File: config.mk
export PLATFORM = sky130hd
export DESIGN_NAME = tap_data_path
export DESIGN_NICKNAME = d
export VERILOG_FILES = /design/src/rtl/tap_data_path.sv
export SDC_FILE = /design/constraint.sdc
export NUM_CORES = 1
export LEC_CHECK = 0
export ABC_AREA = 1
export CORE_MARGIN = 2
export CORE_UTILIZATION = 46
export CTS_BUF_LIST = sky130_fd_sc_hd__clkbuf_16
export CTS_CLUSTER_SIZE = 25
export DETAILED_ROUTE_END_ITERATION = 8
export HOLD_SLACK_MARGIN = 0.1
export PLACE_DENSITY = 0.74
export SLEW_MARGIN = 5
export SYNTH_ARGS = -nofsm -noshare
export SYNTH_HDL_FRONTEND = slang
export SYNTH_SLANG_ARGS = --single-unit
File: constraint.sdc
create_clock -name TCK -period 2.2 [get_ports TCK]
set_input_delay 0.44 -clock TCK [delete_from_list [all_inputs] [get_ports TCK]]
set_output_delay 0.44 -clock TCK [all_outputs]
set_load 0.02 [all_outputs]
File: src/rtl/tap_data_path.sv
// JTAG data path: instruction register, BYPASS/IDCODE/boundary-scan data registers, TDO mux.
// Optional USERCODE register is enabled by defining JTAG_USERCODE_EN.
module tap_data_path #(
  parameter int          IR_WIDTH       = 4,
  parameter int          BSR_LEN        = 8,
  parameter logic [31:0] IDCODE_VALUE   = 32'h1234_5001,
  parameter logic [31:0] USERCODE_VALUE = 32'h0000_00A5
) (
  input  logic                TCK,
  input  logic                TRST,
  input  logic [3:0]          tap_state,
  input  logic                TDI,
  output logic                TDO,
  output logic                TDO_EN,
  output logic [IR_WIDTH-1:0] ir_out,
  input  logic [BSR_LEN-1:0]  core_out,
  input  logic [BSR_LEN-1:0]  pins_in,
  output logic [BSR_LEN-1:0]  pins_out
);

  typedef enum logic [3:0] {
    ST_EX2_DR = 4'h0, ST_EX1_DR = 4'h1, ST_SH_DR  = 4'h2, ST_PAU_DR = 4'h3,
    ST_SEL_IR = 4'h4, ST_UPD_DR = 4'h5, ST_CAP_DR = 4'h6, ST_SEL_DR = 4'h7,
    ST_EX2_IR = 4'h8, ST_EX1_IR = 4'h9, ST_SH_IR  = 4'hA, ST_PAU_IR = 4'hB,
    ST_RTI    = 4'hC, ST_UPD_IR = 4'hD, ST_CAP_IR = 4'hE, ST_TLR    = 4'hF
  } tap_state_t;

  typedef enum logic [1:0] {
    DR_BYPASS, DR_IDCODE, DR_BSR, DR_USERCODE
  } dr_sel_t;

  localparam logic [IR_WIDTH-1:0] OP_EXTEST   = '0;
  localparam logic [IR_WIDTH-1:0] OP_IDCODE   = IR_WIDTH'(1);
  localparam logic [IR_WIDTH-1:0] OP_SAMPLE   = IR_WIDTH'(2);
  localparam logic [IR_WIDTH-1:0] OP_USERCODE = IR_WIDTH'(3);

  tap_state_t          state;
  dr_sel_t             dr_sel;
  logic [IR_WIDTH-1:0] ir_shift;
  logic [IR_WIDTH-1:0] ir_upd;
  logic                bypass;
  logic [31:0]         id_shift;
  logic [BSR_LEN-1:0]  bsr_shift;
  logic [BSR_LEN-1:0]  bsr_upd;

  assign state  = tap_state_t'(tap_state);
  assign ir_out = ir_upd;

  // Undefined opcodes fall through to BYPASS so the chain length stays predictable.
  always_comb begin
    dr_sel = DR_BYPASS;
    if (ir_upd == OP_EXTEST || ir_upd == OP_SAMPLE)
      dr_sel = DR_BSR;
    else if (ir_upd == OP_IDCODE)
      dr_sel = DR_IDCODE;
`ifdef JTAG_USERCODE_EN
    else if (ir_upd == OP_USERCODE)
      dr_sel = DR_USERCODE;
`endif
  end

  always_ff @(posedge TCK or posedge TRST) begin
    if (TRST) begin
      ir_shift <= '0;
      ir_upd   <= OP_IDCODE;
    end else begin
      case (state)
        ST_TLR:    ir_upd   <= OP_IDCODE;
        ST_CAP_IR: ir_shift <= IR_WIDTH'(1);
        ST_SH_IR:  ir_shift <= {TDI, ir_shift[IR_WIDTH-1:1]};
        ST_UPD_IR: ir_upd   <= ir_shift;
        default: ;
      endcase
    end
  end

  always_ff @(posedge TCK or posedge TRST) begin
    if (TRST) begin
      bypass <= 1'b0;
    end else if (dr_sel == DR_BYPASS) begin
      if (state == ST_CAP_DR)
        bypass <= 1'b0;
      else if (state == ST_SH_DR)
        bypass <= TDI;
    end
  end

  always_ff @(posedge TCK or posedge TRST) begin
    if (TRST) begin
      id_shift <= IDCODE_VALUE;
    end else if (dr_sel == DR_IDCODE) begin
      if (state == ST_CAP_DR)
        id_shift <= IDCODE_VALUE;
      else if (state == ST_SH_DR)
        id_shift <= {TDI, id_shift[31:1]};
    end
  end

  // The update stage keeps EXTEST pin values stable while a new pattern shifts through.
  always_ff @(posedge TCK or posedge TRST) begin
    if (TRST) begin
      bsr_shift <= '0;
      bsr_upd   <= '0;
    end else if (dr_sel == DR_BSR) begin
      case (state)
        ST_CAP_DR: bsr_shift <= pins_in;
        ST_SH_DR:  bsr_shift <= {TDI, bsr_shift[BSR_LEN-1:1]};
        ST_UPD_DR: bsr_upd   <= bsr_shift;
        default: ;
      endcase
    end
  end

`ifdef JTAG_USERCODE_EN
  logic [31:0] uc_shift;

  always_ff @(posedge TCK or posedge TRST) begin
    if (TRST) begin
      uc_shift <= USERCODE_VALUE;
    end else if (dr_sel == DR_USERCODE) begin
      if (state == ST_CAP_DR)
        uc_shift <= USERCODE_VALUE;
      else if (state == ST_SH_DR)
        uc_shift <= {TDI, uc_shift[31:1]};
    end
  end
`endif

  always_comb begin
    TDO = 1'b0;
    if (!TRST) begin
      if (state == ST_SH_IR) begin
        TDO = ir_shift[0];
      end else if (state == ST_SH_DR) begin
        case (dr_sel)
          DR_IDCODE:   TDO = id_shift[0];
          DR_BSR:      TDO = bsr_shift[0];
`ifdef JTAG_USERCODE_EN
          DR_USERCODE: TDO = uc_shift[0];
`endif
          default:     TDO = bypass;
        endcase
      end
    end
  end

  assign TDO_EN   = !TRST && (state == ST_SH_IR || state == ST_SH_DR);
  assign pins_out = (ir_upd == OP_EXTEST) ? bsr_upd : core_out;

endmodule

# Word-level counts from Yosys, hierarchy flattened
# Cells that the tools add are included.
# W data, S select, Z words.
# op_classes
mux	14
reduce_logical	13
n_eq_ne	11
# op_table
cell	count
$mux W32	2
$eq A4 B4 Y1 const B	4
$pmux W4 S2	2
$pmux W8 S2	1
$eq A4 B2 Y1 const B	2
$eq A4 B3 Y1 const B	2
$mux W8	1
$reduce_and A2 Y1	4
$mux W1	6
$reduce_bool A2 Y1	3
$eq A4 B1 Y1 const B	1
$logic_not A4 Y1	1
$eq A2 B1 Y1 const B	1
$eq A2 B2 Y1 const B	1
$logic_not A2 Y1	1
$logic_or A1 B1 Y1	2
$mux W2	1
$pmux W1 S2	1
$logic_and A1 B1 Y1	1
$logic_not A1 Y1	1
# word_totals
register_bits	57
input_bits	23

# Logic depth before layout (Yosys ltp)
# Gate-level depths: netlist of the first run.
# logic_depth
word_depth	8
mapped_depth	7
mapped_depth_nobuf	7

# Worst setup path after synthesis of the first run
# Ideal clock, no wire load.
# synth_path
path_type	input-to-output
from	input port tap_state[0]
to	output port TDO
t_required_ps	1760
stages	5
setup_slack_ps	153
t_arrival_ps	1607
path_cell_list	inv_1 > nand2_1 > nor3_1 > o21ai_0 > nor2_1
# synth_between
elab_chain_len	4
word_cells_on_any_way	5
# synth_lines
item	line	text
from (decl)	11	input logic [3:0] tap_state,
$eq A4 B2 Y1	134	end else if (state == ST_SH_DR) begin
$mux W1	134	
$mux W1 (*)	132	if (state == ST_SH_IR) begin
$mux W1 (*)	131	if (!TRST) begin
to (decl)	13	output logic TDO,
# Mark *: on every way between the ends. The rest lies on a longest branch, timed or not.

# Worst setup path in the final report of the first run
# layout_path
from	input port tap_state[1]
to	output port TDO_EN
# layout_between
elab_chain_len	3
word_cells_on_any_way	4
# layout_lines
item	line	text
$eq A4 B4 Y1 or $eq A4 B2 Y1 (tied branches)	147	assign TDO_EN = !TRST && (state == ST_SH_IR || state == ST_SH_DR);
$logic_or A1 B1 Y1 (*)	147	
$logic_and A1 B1 Y1 (*)	147	
to (decl)	14	output logic TDO_EN,
# Marks and branches as above.

==> results.json, run 1 <==
{
  "cts_tree": "built",
  "pin_count": 37,
  "ys_types": 19,
  "finalSetupViolCount": 0,
  "avgSynthCellArea_um2": 8.27,
  "yosysWarnings": 0,
  "vdd_drop_max_v": 0.000642,
  "grt_pass1_vias": 2192,
  "clkTransAtPathRegs_ns": 0.05,
  "netlist_instances": 319,
  "p_leak_uw": 0.00175,
  "netlist_area_mm2": 0.00264,
  "die_w_um": 79.7,
  "utilization": 0.622,
  "routedWlPerCell_um": 12.4,
  "reg2reg_depth": 7,
  "core_mm2": 0.00551,
  "clock-sinks": 57,
  "finalCritPeriodShare": 0.929,
  "cts-hold-fix-buffers": 0,
  "n_antenna_cell": 0,
  "arrival_ns": 1.60,
  "ant_nets": 0,
  "relSlewSlack": 0.766,
  "worst-endpoint-required_ns": 1.76,
  "cp_slowest_stage_delay_ns": 0.49,
  "cts_buffers": 9,
  "drive_gt1_frac": 0.198,
  "start_util": 0.479,
  "grt_max_degree": 44,
  "syn2layout_area_growth_pct": 29.9,
  "slew_viol_final": 0,
  "fin_crit_ns": 2.04,
  "vias_per_cell": 4.95,
  "cts-htree-levels": 3,
  "antenna_found_initial": 0,
  "ys_seq_area_frac": 0.545,
  "synth.area.top_cells": "dfrtp_1 (46%), nand2_1 (12%), dfstp_2 (9.0%)",
  "insertion_delay_ns": 0.32,
  "drc": 0,
  "hpwl_um": 3540,
  "whs_ns": 0.448,
  "fin_ws_ns": 0.157,
  "die_y_um": 79.7,
  "preCtsSetupSlack_ns": -0.289,
  "syn_nets": 342,
  "status": "finished clean",
  "grt_usage": 0.198,
  "crit_path_cell_trace": "clkdlybuf4s50_1, nand2_2, nor3_2, buf_4, dlygate4sd2_1",
  "cp-end-kind": "primary output",
  "start_kind": "input pin",
  "gp_congestion": 0.857,
  "worstPathMaxFanout": 3,
  "tightest_slew_ns": 0.352,
  "synth_area_leader_cell": "dfrtp_1",
  "ys_seq_elements": 57,
  "drt_iter0_drc": 123,
  "vias": 2227,
  "fmax_mhz": 489,
  "fill_cells": 469,
  "cts-root-buf": "clkbuf_16",
  "final_hold_viol_count": 0,
  "port_buffers": 36,
  "crit_type": "in -> out",
  "drt_pass1_iterations": 5,
  "row_count": 27,
  "fin_nets": 396,
  "drt-total-wl_um": 5570,
  "powerDensity_mw_per_mm2": 1030,
  "grt_pass1_wl_um": 9710,
  "synth_top_area_frac": 0.455,
  "grt_overflow_total": 0,
  "dieArea_mm2": 0.00636,
  "critPathSlowestCell": "clkdlybuf4s50_1",
  "p_total_uw": 3530,
  "max-cap-violations": 0,
  "min_path_type": "in -> async",
  "clockBufferDepth": 2,
  "clock_skew_ns": 0.00514,
  "rsz0062_at_grt": "false"
}
==> cells in the final DEF (no fill, tap or decap), types with 5 or more instances in the layout <==
cell type / instances
inv_2: 5
a21oi_1: 9
buf_4: 18
dfstp_2: 9
nand3_1: 38
clkdlybuf4s50_1: 26
clkbuf_16: 9
inv_1: 34
dfrtp_1: 48
nor2_1: 20
o21ai_0: 38
nand2_1: 82
o21ai_2: 8
clkbuf_2: 8
==> cells by family after synthesis <==
logic type | Yosys count | share of synthesized area
buffers and inverters | 51 | 0.0811
flip-flops | 57 | 0.545
AND/OR/NAND/NOR | 151 | 0.247
AO/OA/AOI/OAI | 60 | 0.127
==> path summary, 6_finish.rpt <==
check | from | endpoint | slack (ns)
max | tap_state[1] | TDO_EN | 0.16
max reg2reg | ir_out[0]$_DFFE_PP1P_ | id_shift[18]$_DFFE_PP1P_ | 0.68
min reg2reg | bsr_upd[0]$_DFFE_PP0P_ | bsr_upd[0]$_DFFE_PP0P_ | 0.47
max in group asynchronous | TRST | id_shift[28]$_DFFE_PP1P_ | 1.16
min | TRST | ir_shift[2]$_DFFE_PP0P_ | 0.45
min in group TCK | bsr_upd[0]$_DFFE_PP0P_ | bsr_upd[0]$_DFFE_PP0P_ | 0.47
==> cells in the mapped netlist <==
cell,number
buf_6,1
inv_2,4
nand3_1,38
o21ai_2,7
nor2_2,1
buf_4,4
inv_1,34
dfrtp_1,48
nor3_1,3
clkbuf_1,8
o22a_1,1
dfstp_2,9
nor2_4,3
nor2_1,22
nand2_4,1
o22ai_1,4
a21oi_1,9
o21ai_0,39
nand2_1,83
==> metrics by stage <==
step / cells / cell area, µm² / setup TNS, ns
finish: 450 / 3430 / 0
global route: 450 / 3430 / 0
CTS: 449 / 3440 / 0
detailed placement: 433 / 3180 / -0.465
global placement: 433 / 3180 / -0.412
floorplan: 319 / 2640 / 0
==> state kept, by name, indices dropped and copies added, names as in the netlist <==
register   flops
id_shift      32
bsr_shift      8
bsr_upd        8
ir_out         4
ir_shift       4
bypass         1
==> area by class of cell <==
type / count / area, µm² / area share
multi-input cells: 211 / 1000 / 0.293
flip-flops and latches: 57 / 1440 / 0.420
repair buffers: 56 / 489 / 0.143
clock inverters: 7 / 38.8 / 0.0113
well taps: 72 / 90.1 / 0.0263
clock buffers: 9 / 225 / 0.0657
inverters: 38 / 143 / 0.0416
==> worst max-delay path: cells and delay by family <==
kind	cells	cell delay, ns
and+or+nand+nor	2	0.22
buffers and inverters	3	0.94
==> layer usage <==
layer  routed length (µm)  global-route usage
met5                    0                   0
met4                   87              0.0845
met3                  315              0.0554
met2                 2630               0.321
met1                 2530               0.249
==> power breakdown <==
| group | internal (µW) | switching [µW] | leakage (µW) |
|---|---|---|---|
| clock network | 746 | 460 | 0.000132 |
| registers | 1390 | 152 | 0.000738 |
| logic | 320 | 457 | 0.000880 |
| total | 2460 | 1070 | 0.00175 |
==> repair_timing <==
action                     4_1_cts  5_1_grt
buffers inserted                 0        1
pin swaps                        0        2
gates resized for setup         13       30
setup endpoints to repair       10        9
No activity file was read; power rests on OpenSTA's default activity.
==> inputs of run 2 (changes only) <==
SKIP_CTS_REPAIR_TIMING = 1   (was not set)
==> results.json, run 2 (synthesized netlist as in run 1, its figures left out) <==
{
  "drc": 0,
  "p_total_uw": 3550,
  "grt_usage": 0.198,
  "pwr-share-comb": 0.223,
  "port_buffers": 36,
  "top_register": "id_shift",
  "place_area_mm2": 0.00318,
  "seqPwrFrac": 0.436,
  "start_util": 0.479,
  "final_hold_viol_count": 0,
  "multi_input_area_um2": 986,
  "whs_ns": 0.423,
  "drt-total-wl_um": 5570,
  "grt_pass1_vias": 2189,
  "cp-end-kind": "primary output",
  "finalSetupViolCount": 0,
  "min_path_type": "in -> async",
  "antenna_found_initial": 0,
  "slew_viol_final": 0,
  "tightest_slew_ns": 0.358,
  "dieArea_mm2": 0.00636,
  "grt_pass1_wl_um": 9690,
  "cts-htree-levels": 3,
  "final_common_cell": "nand2_1",
  "vias_per_cell": 4.97,
  "start_kind": "flip-flop",
  "die_y_um": 79.7,
  "relSlewSlack": 0.761,
  "clock-sinks": 57,
  "cts-root-buf": "clkbuf_16",
  "fill_cells": 468,
  "crit_type": "reg -> out",
  "hpwl_um": 3540,
  "cts_tree": "built",
  "die_w_um": 79.7,
  "grt_overflow_total": 0,
  "finalCritPeriodShare": 0.943,
  "clockBufferDepth": 2,
  "fin_crit_ns": 2.07,
  "switching_share": 0.302,
  "grt_max_degree": 44,
  "pin_count": 37,
  "fin_nets": 395,
  "max-cap-violations": 0,
  "row_count": 27,
  "vias": 2232,
  "arrival_ns": 1.63,
  "routedWlPerCell_um": 12.4,
  "final_area_mm2": 0.00347,
  "vdd_drop_max_v": 0.000642,
  "tns_ns": 0,
  "gp_congestion": 0.857,
  "worstPathMaxFanout": 6,
  "intPower_uw": 2480,
  "worst-endpoint-required_ns": 1.76,
  "powerDensity_mw_per_mm2": 1020,
  "core_mm2": 0.00551,
  "fmax_mhz": 482,
  "insertion_delay_ns": 0.32,
  "regArea_mm2": 0.00144,
  "largest_reg_flops": 32,
  "clkTransAtPathRegs_ns": 0.05,
  "final_cell_mix": "nand2_1 (83), dfrtp_1 (48), nand3_1 (38), o21ai_0 (38), inv_1 (34)",
  "power.switching_uw": 1070,
  "rsz0062_at_grt": "false",
  "drt_pass1_iterations": 4,
  "cts_buffers": 9,
  "ant_nets": 0,
  "p_leak_uw": 0.00184,
  "status": "finished clean",
  "clock_skew_ns": 0.00528,
  "largestRegisters": "id_shift: 32 flops, bsr_shift: 8 flops, bsr_upd: 8 flops",
  "n_antenna_cell": 0,
  "drt_iter0_drc": 141,
  "drive_gt1_frac": 0.162,
  "clockPowerShare": 0.341,
  "syn2layout_area_growth_pct": 31.4
}
==> run 2: worst paths after layout <==
path                            slack, ns                       end  cells past startpoint              startpoint
worst max-delay path                 0.13                       TDO                      7   ir_out[0]$_DFFE_PP1P_
worst min-delay path                 0.42   ir_shift[3]$_DFFE_PP0P_                      2                    TRST
worst max register to register       0.65  id_shift[18]$_DFFE_PP1P_                      7   ir_out[0]$_DFFE_PP1P_
worst min register to register       0.47    bsr_upd[0]$_DFFE_PP0P_                      2  bsr_upd[0]$_DFFE_PP0P_
max in group asynchronous            1.18  id_shift[21]$_DFFE_PP1P_                      3                    TRST
min in group TCK                     0.47    bsr_upd[0]$_DFFE_PP0P_                      2  bsr_upd[0]$_DFFE_PP0P_
==> run 2: final cells by class <==
type                            count  share of cell area
Sequential cell                    57               0.415
Multi-Input combinational cell    211               0.284
Tap cell                           72              0.0260
Timing Repair Buffer               55               0.157
Clock inverter                      7              0.0112
Clock buffer                        9              0.0650
Inverter                           38              0.0412
==> run 2: power by group through the flow <==
stage	Clock, µW	Combinational, µW	Sequential, µW
2_1_floorplan	0	542	1530
3_3_place_gp	0	777	1540
3_5_place_dp	0	794	1560
4_1_cts	1230	808	1540
5_1_grt	1280	903	1580
6_report	1210	791	1540
==> run 2: critical path, cell delays in order, from the launching register on <==
cell and delay, ns:
dfstp_2 0.52, inv_1 0.10, o21ai_1 0.24, nand2_1 0.09
inv_1 0.07, nor2_1 0.05, nor2_1 0.08, clkbuf_2 0.17
==> run 2: stage by stage <==
step            util  worst slack (ns)  std cells
2_1_floorplan      -             0.153        319
3_3_place_gp   0.578            -0.256        433
3_5_place_dp   0.578            -0.289        433
4_1_cts        0.626            -0.406        449
5_1_grt        0.629            0.0125        449
6_report       0.629             0.125        449
==> run 2: layer usage <==
metal | part of all wire | global-route usage
met1 | 0.46 | 0.249
met2 | 0.47 | 0.320
met3 | 0.053 | 0.0554
met4 | 0.019 | 0.0845
met5 | 0 | 0
==> inputs of run 3 (changes only) <==
--- a/config.mk
+++ b/config.mk
@@ -8,10 +8,10 @@
 export ABC_AREA = 1
 export CORE_MARGIN = 2
-export CORE_UTILIZATION = 46
+export CORE_UTILIZATION = 30
 export CTS_BUF_LIST = sky130_fd_sc_hd__clkbuf_16
 export CTS_CLUSTER_SIZE = 25
 export DETAILED_ROUTE_END_ITERATION = 8
 export HOLD_SLACK_MARGIN = 0.1
-export PLACE_DENSITY = 0.74
+export PLACE_DENSITY = 0.56
 export SKIP_CTS_REPAIR_TIMING = 1
 export SLEW_MARGIN = 5
==> constraint.sdc (replaced) <==
create_clock -name TCK -period 1.85 [get_ports TCK]
set_input_delay 0.37 -clock TCK [delete_from_list [all_inputs] [get_ports TCK]]
set_output_delay 0.37 -clock TCK [all_outputs]
set_load 0.005 [all_outputs]
==> results.json, run 3 (synthesized netlist as in run 1, its figures left out) <==
{
  "status": "finished with violations",
  "violations": "negative setup slack",
  "final_area_mm2": 0.00367,
  "start_util": 0.305,
  "drt_pass1_iterations": 4,
  "core_mm2": 0.00864,
  "worst-endpoint-required_ns": 1.48,
  "top_register": "id_shift",
  "vias": 2271,
  "tns_ns": -0.143,
  "row_count": 34,
  "power.switching_uw": 1200,
  "slew_viol_final": 0,
  "syn2layout_area_growth_pct": 39.3,
  "max-cap-violations": 0,
  "intPower_uw": 3120,
  "fmax_mhz": 502,
  "antenna_found_initial": 0,
  "switching_share": 0.277,
  "crit_type": "reg -> out",
  "hpwl_um": 3750,
  "drive_gt1_frac": 0.200,
  "grt_usage": 0.126,
  "crit_path_cell_trace": "nor2_4, buf_4, buf_4, buf_4, nand3_1, nand3_1, nor2_1, nor2_1, dlymetal6s2s_1",
  "grt_max_degree": 42,
  "final_cell_mix": "nand2_1 (82), dfrtp_1 (48), nand3_1 (37), inv_1 (31), o21ai_0 (29)",
  "path_buf_inv": 4,
  "fin_crit_ns": 1.99,
  "fin_nets": 408,
  "start_kind": "flip-flop",
  "place_area_mm2": 0.00333,
  "relSlewSlack": 0.736,
  "final_hold_viol_count": 0,
  "die_y_um": 97.8,
  "cts-htree-levels": 3,
  "powerDensity_mw_per_mm2": 1180,
  "timing.rr.end": "id_shift[25]$_DFFE_PP1P_",
  "worstPathMaxFanout": 4,
  "vdd_drop_max_v": 0.000473,
  "finalCritPeriodShare": 1.08,
  "clock_skew_ns": 0.00567,
  "placedCellCount": 479,
  "finalSetupViolCount": 1,
  "cts_tree": "built",
  "dieArea_mm2": 0.00956,
  "pwr-share-comb": 0.221,
  "cts_buffers": 9,
  "clkTransAtPathRegs_ns": 0.05,
  "r2r_setup_slack_ns": 0.26,
  "largest_reg_flops": 32,
  "n_antenna_cell": 0,
  "cp_slowest_stage_delay_ns": 0.40,
  "seqPwrFrac": 0.424,
  "clockBufferDepth": 2,
  "reg2reg_depth": 9,
  "drt_iter0_drc": 103,
  "cp-end-kind": "primary output",
  "grt_overflow_total": 0,
  "grt_pass1_wl_um": 9870,
  "largestRegisters": "id_shift: 32 flops, bsr_shift: 8 flops, bsr_upd: 8 flops",
  "routedWlPerCell_um": 11.3,
  "port_buffers": 36,
  "gp_congestion": 0.742,
  "ant_nets": 0,
  "clockPowerShare": 0.355,
  "pin_count": 37,
  "drc": 0,
  "clock-sinks": 57,
  "insertion_delay_ns": 0.32,
  "p_leak_uw": 0.00195,
  "final_common_cell": "nand2_1",
  "arrival_ns": 1.62,
  "drt-total-wl_um": 5640,
  "cts-root-buf": "clkbuf_16",
  "critPathSlowestCell": "dfrtp_1",
  "instances_no_fill": 498,
  "min_path_type": "in -> async",
  "rsz0062_at_grt": "true",
  "tightest_slew_ns": 0.395,
  "reg2reg_from": "ir_out[2]$_DFFE_PP0P_",
  "fin_ws_ns": -0.143,
  "grt_pass1_vias": 2186,
  "vias_per_cell": 4.56,
  "die_w_um": 97.8,
  "cp_common_cell": "buf_4",
  "cp_top_family": "buffers and inverters"
}
[run 3: changes by cell type in the layout (fill, tap and decap cells not counted), sizes merged]
cell / delta
buf: +13
clkdlybuf4s50: -3
dlymetal6s2s: +3
clkinvlp: -2
bufinv: +1
clkinv: +1
[run 3: cell type report]
class                   count  area [µm²]
clock buffers               9         225
multi-input cells         211        1000
well taps                 108         135
fillers                   886        4960
repair buffers             68         676
flip-flops and latches     57        1440
inverters                  38         143
clock inverters             7        53.8
[run 3: routing by layer]
layer  share of wire  GRT usage  vias up
met5               0          0        -
met4          0.0027     0.0353        0
met3           0.056     0.0494        2
met2            0.48      0.197       51
met1            0.46      0.162     1060
li1                -          -     1158
[run 3: worst max path at each step]
stage	start	to	slack (ns)	cells past startpoint
after detailed placement	tap_state[0]	TDO	-0.40	7
after floorplan	TRST	bsr_shift[0]$_DFFE_PP0P_	0.1	1
after CTS	ir_out[0]$_DFFE_PP1P_	TDO	-0.45	7
after global placement	tap_state[0]	TDO	-0.37	7
after global routing	ir_out[2]$_DFFE_PP0P_	TDO	-0.24	9
final	ir_out[2]$_DFFE_PP0P_	TDO	-0.14	9
[run 3: power by group through the flow]
stage | combinational (µW) | clock (µW) | sequential (µW)
after floorplan | 593 | 0 | 1800
after global routing | 1100 | 1640 | 1870
after global placement | 928 | 0 | 1840
after detailed placement | 940 | 0 | 1850
after CTS | 948 | 1580 | 1830
final | 953 | 1540 | 1830
[run 3: worst reg2reg max path: stages (launching register included)]
cell and delay, ns:
dfrtp_1 0.41, nor2_4 0.13, buf_4 0.12, buf_4 0.10
buf_4 0.11, nand2_1 0.12, nor2_4 0.13, buf_12 0.21
nor2_1 0.06, a21oi_1 0.12
[run 3: metrics by stage]
stage	hold slack, ns	total power (µW)	setup WS (ns)	util
finish	0.219	4320	-0.143	0.426
global route	0.249	4610	-0.238	0.426
CTS	0.476	4350	-0.453	0.418
detailed placement	0.464	2790	-0.400	0.386
global placement	0.457	2760	-0.370	0.386
floorplan	0.442	2400	0.0953	-
